File: config.mk
export PLATFORM = sky130hd
export DESIGN_NAME = branch_prediction_unit_flat
export DESIGN_NICKNAME = d
export VERILOG_FILES = /design/src/rtl/branch_prediction_unit_if.sv /design/src/rtl/branch_prediction_unit.sv /design/src/flat_wrapper.sv
export SDC_FILE = /design/constraint.sdc
export NUM_CORES = 1
export LEC_CHECK = 0
export ABC_AREA = 0
export CORE_MARGIN = 3
export CORE_UTILIZATION = 55
export CTS_CLUSTER_DIAMETER = 100
export DETAILED_ROUTE_END_ITERATION = 12
export GPL_TIMING_DRIVEN = 1
export PLACE_DENSITY = 0.75
export SYNTH_ARGS = -nofsm -noshare
export SYNTH_HDL_FRONTEND = slang
export SYNTH_SLANG_ARGS = --single-unit
File: constraint.sdc
create_clock -name Clk -period 2.8 [get_ports Clk]
set_input_delay 0.56 -clock Clk [delete_from_list [all_inputs] [get_ports Clk]]
set_output_delay 0.56 -clock Clk [all_outputs]
set_load 0.02 [all_outputs]
File: src/rtl/branch_prediction_unit_if.sv
// Fetch/resolve/statistics bundle between the pipeline and branch_prediction_unit.
// master = pipeline side, slave = predictor side.
interface branch_prediction_unit_if #(
  parameter int ADDR_W   = 32,
  parameter int IDX_BITS = 6,
  parameter int CNT_W    = 16
);
  logic [ADDR_W-1:0]   Fetch_PC;
  logic                Pred_Taken;
  logic [IDX_BITS-1:0] Pred_Index;
  logic                Ex_Valid;
  logic [IDX_BITS-1:0] Ex_Index;
  logic                Ex_Pred_Taken;
  logic [2:0]          Funct_3;
  logic                Z_Flag;
  logic                S_Flag;
  logic                V_Flag;
  logic                C_Flag;
  logic                Branch_Taken;
  logic                Mispredict;
  logic                Clear_Stats;
  logic [CNT_W-1:0]    Branch_Count;
  logic [CNT_W-1:0]    Mispredict_Count;

  modport master (
    output Fetch_PC, Ex_Valid, Ex_Index, Ex_Pred_Taken, Funct_3,
           Z_Flag, S_Flag, V_Flag, C_Flag, Clear_Stats,
    input  Pred_Taken, Pred_Index, Branch_Taken, Mispredict,
           Branch_Count, Mispredict_Count
  );

  modport slave (
    input  Fetch_PC, Ex_Valid, Ex_Index, Ex_Pred_Taken, Funct_3,
           Z_Flag, S_Flag, V_Flag, C_Flag, Clear_Stats,
    output Pred_Taken, Pred_Index, Branch_Taken, Mispredict,
           Branch_Count, Mispredict_Count
  );
endinterface

File: src/rtl/branch_prediction_unit.sv
// 2-bit saturating-counter branch predictor with B-type resolve and mispredict stats.
// Define BPU_GSHARE_EN to XOR a global history register into the fetch index.

module bpu_ctr_entry #(
  parameter logic [1:0] INIT_STATE = 2'b01
) (
  input  logic       clk,
  input  logic       rst_n,
  input  logic       upd,
  input  logic       taken,
  output logic [1:0] state
);
  always_ff @(posedge clk or negedge rst_n) begin
    if (!rst_n) begin
      state <= INIT_STATE;
    end else if (upd) begin
      if (taken) begin
        if (state != 2'b11) state <= state + 2'd1;
      end else begin
        if (state != 2'b00) state <= state - 2'd1;
      end
    end
  end
endmodule

module branch_prediction_unit #(
  parameter int         ADDR_W     = 32,
  parameter int         IDX_BITS   = 6,
  parameter logic [1:0] INIT_STATE = 2'b01,
  parameter int         CNT_W      = 16
) (
  input logic                     Clk,
  input logic                     Rst_N,
  branch_prediction_unit_if.slave bus
);
  localparam int ENTRIES = 1 << IDX_BITS;

  logic [ENTRIES-1:0][1:0] tbl;
  logic [ENTRIES-1:0]      upd_vec;
  logic [IDX_BITS-1:0]     pc_idx;
  logic [IDX_BITS-1:0]     fetch_idx;
  logic                    cond;
  logic                    taken;
  logic                    mispred;
  logic [CNT_W-1:0]        br_cnt;
  logic [CNT_W-1:0]        mp_cnt;
  logic                    unused_pc_bits;

  assign pc_idx         = bus.Fetch_PC[IDX_BITS+1:2];
  assign unused_pc_bits = ^{bus.Fetch_PC[ADDR_W-1:IDX_BITS+2], bus.Fetch_PC[1:0]};

  // Funct_3 encodings 010/011 are not branches and resolve not-taken.
  always_comb begin
    cond = 1'b0;
    case (bus.Funct_3)
      3'b000:  cond = bus.Z_Flag;
      3'b001:  cond = ~bus.Z_Flag;
      3'b100:  cond = bus.S_Flag ^ bus.V_Flag;
      3'b101:  cond = ~(bus.S_Flag ^ bus.V_Flag);
      3'b110:  cond = ~bus.C_Flag;
      3'b111:  cond = bus.C_Flag;
      default: cond = 1'b0;
    endcase
  end

  assign taken   = bus.Ex_Valid & cond;
  assign mispred = bus.Ex_Valid & (taken != bus.Ex_Pred_Taken);

`ifdef BPU_GSHARE_EN
  logic [IDX_BITS-1:0] ghr;

  always_ff @(posedge Clk or negedge Rst_N) begin
    if (!Rst_N)            ghr <= '0;
    else if (bus.Ex_Valid) ghr <= {ghr[IDX_BITS-2:0], taken};
  end

  // Fetch sees the pre-shift history when a resolve lands in the same cycle.
  assign fetch_idx = pc_idx ^ ghr;
`else
  assign fetch_idx = pc_idx;
`endif

  genvar i;
  generate
    for (i = 0; i < ENTRIES; i++) begin : g_entry
      assign upd_vec[i] = bus.Ex_Valid && (bus.Ex_Index == IDX_BITS'(i));
      bpu_ctr_entry #(.INIT_STATE(INIT_STATE)) u_ctr (
        .clk   (Clk),
        .rst_n (Rst_N),
        .upd   (upd_vec[i]),
        .taken (taken),
        .state (tbl[i])
      );
    end
  endgenerate

  // No write-to-read bypass: a colliding fetch sees the old counter.
  assign bus.Pred_Taken = tbl[fetch_idx][1];
  assign bus.Pred_Index = fetch_idx;

  always_ff @(posedge Clk or negedge Rst_N) begin
    if (!Rst_N) begin
      br_cnt <= '0;
      mp_cnt <= '0;
    end else if (bus.Clear_Stats) begin
      br_cnt <= '0;
      mp_cnt <= '0;
    end else begin
      if (bus.Ex_Valid && (br_cnt != '1)) br_cnt <= br_cnt + CNT_W'(1);
      if (mispred && (mp_cnt != '1))      mp_cnt <= mp_cnt + CNT_W'(1);
    end
  end

  assign bus.Branch_Taken     = taken;
  assign bus.Mispredict       = mispred;
  assign bus.Branch_Count     = br_cnt;
  assign bus.Mispredict_Count = mp_cnt;
endmodule

File: src/flat_wrapper.sv
// flat-port wrapper written by rule: the top's interface ports become plain ports
module branch_prediction_unit_flat 
#(
  parameter int         ADDR_W     = 32,
  parameter int         IDX_BITS   = 6,
  parameter logic [1:0] INIT_STATE = 2'b01,
  parameter int         CNT_W      = 16
)
  (Clk, Rst_N, bus_Fetch_PC, bus_Ex_Valid, bus_Ex_Index, bus_Ex_Pred_Taken, bus_Funct_3, bus_Z_Flag, bus_S_Flag, bus_V_Flag, bus_C_Flag, bus_Clear_Stats, bus_Pred_Taken, bus_Pred_Index, bus_Branch_Taken, bus_Mispredict, bus_Branch_Count, bus_Mispredict_Count);
  branch_prediction_unit_if #(.ADDR_W(ADDR_W), .IDX_BITS(IDX_BITS), .CNT_W(CNT_W)) bus_i ();
  input logic Clk;
  input logic Rst_N;
  input wire logic [$bits(bus_i.Fetch_PC)-1:0] bus_Fetch_PC;
  input wire logic [$bits(bus_i.Ex_Valid)-1:0] bus_Ex_Valid;
  input wire logic [$bits(bus_i.Ex_Index)-1:0] bus_Ex_Index;
  input wire logic [$bits(bus_i.Ex_Pred_Taken)-1:0] bus_Ex_Pred_Taken;
  input wire logic [$bits(bus_i.Funct_3)-1:0] bus_Funct_3;
  input wire logic [$bits(bus_i.Z_Flag)-1:0] bus_Z_Flag;
  input wire logic [$bits(bus_i.S_Flag)-1:0] bus_S_Flag;
  input wire logic [$bits(bus_i.V_Flag)-1:0] bus_V_Flag;
  input wire logic [$bits(bus_i.C_Flag)-1:0] bus_C_Flag;
  input wire logic [$bits(bus_i.Clear_Stats)-1:0] bus_Clear_Stats;
  output wire logic [$bits(bus_i.Pred_Taken)-1:0] bus_Pred_Taken;
  output wire logic [$bits(bus_i.Pred_Index)-1:0] bus_Pred_Index;
  output wire logic [$bits(bus_i.Branch_Taken)-1:0] bus_Branch_Taken;
  output wire logic [$bits(bus_i.Mispredict)-1:0] bus_Mispredict;
  output wire logic [$bits(bus_i.Branch_Count)-1:0] bus_Branch_Count;
  output wire logic [$bits(bus_i.Mispredict_Count)-1:0] bus_Mispredict_Count;
  assign bus_i.Fetch_PC = bus_Fetch_PC;
  assign bus_i.Ex_Valid = bus_Ex_Valid;
  assign bus_i.Ex_Index = bus_Ex_Index;
  assign bus_i.Ex_Pred_Taken = bus_Ex_Pred_Taken;
  assign bus_i.Funct_3 = bus_Funct_3;
  assign bus_i.Z_Flag = bus_Z_Flag;
  assign bus_i.S_Flag = bus_S_Flag;
  assign bus_i.V_Flag = bus_V_Flag;
  assign bus_i.C_Flag = bus_C_Flag;
  assign bus_i.Clear_Stats = bus_Clear_Stats;
  assign bus_Pred_Taken = bus_i.Pred_Taken;
  assign bus_Pred_Index = bus_i.Pred_Index;
  assign bus_Branch_Taken = bus_i.Branch_Taken;
  assign bus_Mispredict = bus_i.Mispredict;
  assign bus_Branch_Count = bus_i.Branch_Count;
  assign bus_Mispredict_Count = bus_i.Mispredict_Count;
  branch_prediction_unit #(.ADDR_W(ADDR_W), .IDX_BITS(IDX_BITS), .INIT_STATE(INIT_STATE), .CNT_W(CNT_W)) u_core (.Clk(Clk), .Rst_N(Rst_N), .bus(bus_i));
endmodule
* Word level (Yosys, flattened, before mapping) *
Index checks and enable logic that the tools add are counted.
W data, S select, Z words.

word-level totals
  input port bits = 50
  output and inout bits = 41
  word-level logic and storage cells = 863
  register bits = 160

cells by class
  reduce and logical (&&, ||, !) cells = 262
  multiplexer cells = 199
  add/subtract/negate cells = 130
  bitwise logic cells = 6
  eq/ne operators = 199
  $lt $le $gt $ge = 1

operators with widths
  kind                     count
  $mux W2                  193
  $reduce_bool A2 Y1       130
  $ne A2 B2 Y1 const B     128
  $eq A6 B6 Y1 const B     32
  $reduce_and A3 Y1        64
  $add A2 B1 Y2 const B    64
  $sub A2 B1 Y2 const B    64
  $eq A6 B5 Y1 const B     16
  $logic_and A1 B1 Y1      66
  $mux W16                 4
  $eq A6 B4 Y1 const B     8
  $add A16 B1 Y16 const B  2
  $ne A16 B16 Y1 const B   2
  $eq A6 B3 Y1 const B     4
  $bmux W2 S6              1
  $eq A3 B3 Y1 const B     4
  $eq A6 B2 Y1 const B     2
  $lt A6 B7 Y1 const B     1
  $eq A6 B1 Y1 const B     1
  $logic_not A6 Y1         1
  $pmux W1 S6              1
  $eq A3 B1 Y1 const B     1
  $logic_not A3 Y1         1
  $not A1 Y1               3
  3 further kinds          4

* Depth between registers and ports, before layout *
Gate-level depths: netlist of the first run.

  word-level depth = 9
  depth in mapped cells = 8
  gate-level depth less buffers = 6

* Hierarchy *
From an unflattened synthesis of the first run, not the netlist that was laid out.

second synthesis, totals
  cells, all modules = 856
  area, all modules = 8,978.6 µm²

modules (own cells, without submodules)
  module                  instances  area each (µm²)  seq. area each (µm²)  cells an instance
  bpu_ctr_entry           64         96.3             51.3                  8
  branch_prediction_unit  1          2,812.7          800.8                 344

* Worst setup path before layout of the first run *
Ideal clock, no wire load.

  path kind = in2out
  start = in bus_Fetch_PC[4]
  end = out bus_Pred_Taken
  setup slack = 35 ps
  cell stages on the path = 6
  buffers on the path = 1
  data arrival time = 2,205 ps
  data required time = 2,240 ps
  cells stage by stage = buf_2 > mux4_2 > mux4_2 > and3b_1 > a31oi_1 > o21ai_1

between the ends
  cells in the longest elaborated chain, start to end = 2

RTL lines
  what                           RTL line                      text
  from (decl)                    flat_wrapper.sv:13            input wire logic [$bits(bus_i.Fetch_PC)-1:0] bus_Fetch_PC;
  $bmux W2 S6                    branch_prediction_unit.sv:98  assign bus.Pred_Taken = tbl[fetch_idx][1];
  $mux W2 (implied by the code)  branch_prediction_unit.sv:98
  to (decl)                      flat_wrapper.sv:23            output wire logic [$bits(bus_i.Pred_Taken)-1:0] bus_Pred_Taken;

No other way between the ends. The select of a mux whose other input is x is not followed.

* Final worst setup path of the first run *
  start = reg u_core.g_entry[55].u_ctr.state[1]
  end = out bus_Pred_Taken

between the ends
  cells in the longest elaborated chain, start to end = 2

RTL lines
  what                           RTL line                      text
  from (decl)                    branch_prediction_unit.sv:11  output logic [1:0] state
  from (signal assigned)         branch_prediction_unit.sv:18  if (state != 2'b11) state <= state + 2'd1;
  from (signal assigned)         branch_prediction_unit.sv:20  if (state != 2'b00) state <= state - 2'd1;
  $bmux W2 S6                    branch_prediction_unit.sv:98
  $mux W2 (implied by the code)  branch_prediction_unit.sv:98

No other way between the ends. The select of a mux whose other input is x is not followed.

==> results of run 1 <==
[where the power goes]
group	total, mW	switching, mW	internal (mW)	leakage (nW)
registers	2.51	0.0338	2.48	1.83
logic	0.666	0.428	0.238	2.65
clock network	2.46	0.953	1.51	0.299
total	5.64	1.41	4.22	4.79
[state kept, by name, summed over array words and instances, names as in the netlist]
signal and flops:
u_core.g_entry.u_ctr.state 128, u_core.bus.Branch_Count 16, u_core.bus.Mispredict_Count 16
[cell usage after synthesis, drive strengths merged (13+ instances only)]
cell type	n	area share (%)
nor2	119	4.7
o21ai	118	6.2
dfrtp	96	25
nand2	84	3.3
a21oi	68	3.6
dfstp	64	18
mux2i	59	6.2
nand3	53	2.9
o211ai	41	3.2
inv	36	1.4
clkbuf	34	1.3
buf	33	1.9
a21o	32	2.5
a22o	31	2.8
o221a	31	3.6
nor2b	19	1.2
mux4	17	4.0
mux2	15	1.8
xor2	13	1.2
[worst reg2reg max path, delay by kind of cell (launching register included)]
family / cells / cell delay (ns)
and+or+nand+nor: 3 / 0.94
muxes: 2 / 0.44
DFF: 1 / 0.40
adders and majority gates: 1 / 0.35
[routing by layer]
metal | GRT usage [%] | share of wire [%] | up-vias
met5 | 0 | 0 | -
met4 | 10.4 | 2.3 | 0
met1 | 37.8 | 44 | 4159
met2 | 42.2 | 46 | 331
met3 | 5.30 | 7.1 | 53
li1 | - | - | 3976
[final timing paths]
check,slack (ns),endpoint,startpoint
max,-0.11,bus_Pred_Taken,u_core.g_entry[55].u_ctr.state[1]
min,0.14,u_core.bus.Branch_Count[8],Rst_N
max reg2reg,0.56,u_core.bus.Mispredict_Count[14],u_core.bus.Mispredict_Count[0]
min reg2reg,0.51,u_core.g_entry[27].u_ctr.state[0],u_core.g_entry[27].u_ctr.state[0]
max in group asynchronous,1.94,u_core.g_entry[31].u_ctr.state[0],Rst_N
min in group Clk,0.51,u_core.g_entry[27].u_ctr.state[0],u_core.g_entry[27].u_ctr.state[0]
[repair_timing]
| action | 4_1_cts | 5_1_grt |
|---|---|---|
| resized for setup | 21 | 4 |
| pin swaps | 2 | 1 |
| hold endpoints to repair | 0 | 0 |
| setup endpoints to repair | 3 | 3 |
| hold buffers | 0 | 0 |
| setup buffers | 4 | 0 |
[kinds of logic after synthesis]
family / Yosys count / share of synthesized area [%]
multiplexers: 91 / 11.9
AO/OA/AOI/OAI: 331 / 22.8
XOR/XNOR: 15 / 1.53
flip-flops: 160 / 42.7
AND/OR/NAND/NOR: 332 / 16.1
adder cells (fa/ha/maj): 2 / 0.261
buffers and inverters: 104 / 4.72
[area by class of cell]
cell class                 count  area share, %
clock buffer                  20           3.90
clock inverter                12           1.44
inverter                      37           1.26
multi-input combinational    771           44.0
sequential                   160           35.7
tap                          220           2.40
timing repair buffer         145           11.4
==> results.json, run 1 <==
{
  "status": "finished, violations left",
  "final_common_cell": "nor2_1",
  "wire_per_inst_um": 18.2,
  "relSlewSlack_pct": 39.2,
  "powerDensity_mw_per_mm2": 492,
  "cap_violations": 0,
  "end_kind": "primary output",
  "hpwl_um": 17100,
  "vias": 8519,
  "fp.dieH_um": 138,
  "ioPinCount": 91,
  "setup_viol": 1,
  "n_antenna_cell": 0,
  "finalWorstSetupSlack_ns": -0.106,
  "reg2regPathDepth": 6,
  "cp_num_buf_inv": 1,
  "ff_latch_area_mm2": 0.00408,
  "path_common_cell": "mux4_2",
  "die_area_mm2": 0.0190,
  "clock_skew_ns": 0.00473,
  "cts_tree": "built",
  "insertion_delay_ns": 0.43,
  "path_cells": "mux4_2 -> mux4_2 -> and3b_1 -> a31oi_1 -> o21ai_1 -> buf_4",
  "chipWidth_um": 138,
  "syn_nets": 1087,
  "numCtsBuffers": 17,
  "fmax_mhz": 344,
  "port_buffers": 64,
  "clockBufferDepth": 2,
  "synth_cells": 1035,
  "hold_viol": 0,
  "async_flop_share_pct": 100,
  "worst_pin_slew_ns": 0.912,
  "core_mm2": 0.0168,
  "cts_max_level": 4,
  "antenna_left": 0,
  "crit_slowest_cell": "mux4_2",
  "synth_cell_types": 52,
  "crit_cells": 6,
  "dpl_worst_slack_ns": -0.863,
  "fin_nets": 1184,
  "clk_pin_slew_worst_paths_ns": 0.06,
  "routed_wl_um": 24800,
  "power_mw": 5.64,
  "syn_avg_cell_area_um2": 9.25,
  "routed_via_density": 6.24,
  "start_kind": "register",
  "initial_utilization_pct": 56.9,
  "first_global_vias": 8003,
  "syn_area_mm2": 0.00957,
  "final_cell_mix": "nor2_1 (119), o21ai_0 (113), dfrtp_1 (96), nand2_1 (84), buf_4 (75)",
  "stdcell_count": 1365,
  "crit_family": "multiplexers",
  "worstPathMaxFanout": 2,
  "clkSinkCount": 160,
  "rsz0062_at_grt": "yes",
  "synth_warnings": 0,
  "grt_pass1_wl_um": 40500,
  "fill_cells": 1337,
  "root_buffer": "clkbuf_16",
  "crit_required_ns": 2.24,
  "grt_max_degree": 94,
  "synth-seq-cells": 160,
  "multi_input_area_mm2": 0.00504,
  "drive_gt1_share_pct": 21.8,
  "area_growth_pct": 19.7,
  "tns_ns": -0.106,
  "crit_type": "register to primary output",
  "fin_hold_ws_ns": 0.136,
  "rows": 47,
  "antenna_found_initial": 0,
  "globalplace.congestion": 0.897,
  "slew_viol_final": 0,
  "violations": "setup timing",
  "synth-edff-count": 0,
  "peakVddDrop_mv": 0.433,
  "fin_util_pct": 68.1,
  "critical-path-max-stage-delay_ns": 0.47,
  "grtUsageTotal_pct": 27.1,
  "firstDrtPassIters": 5,
  "placed_cells": 1329,
  "period_minus_slack_ns": 2.91,
  "drc": 0,
  "overflow": 0,
  "hold_path.class": "input port to asynchronous set/reset pin",
  "synth_ff_type": "dfrtp_1",
  "arrival_ns": 2.35,
  "fin_crit_sh_pct": 104,
  "fin_area_mm2": 0.0115,
  "dpl_cell_area_mm2": 0.0108,
  "drt_iter0_drc": 799,
  "p_leak_nw": 4.79,
  "synth_seq_area_share_pct": 42.7
}
Power figures use the tool's default switching activity.
==> inputs of run 2 (changes only) <==
--- a/config.mk
+++ b/config.mk
@@ -12,6 +12,7 @@
 export DETAILED_ROUTE_END_ITERATION = 12
 export GPL_TIMING_DRIVEN = 1
 export PLACE_DENSITY = 0.75
+export SLEW_MARGIN = 5
 export SYNTH_ARGS = -nofsm -noshare
 export SYNTH_HDL_FRONTEND = slang
 export SYNTH_SLANG_ARGS = --single-unit
==> results of run 2 <==
Final layout, timing and power as in run 1 (identical DEF).
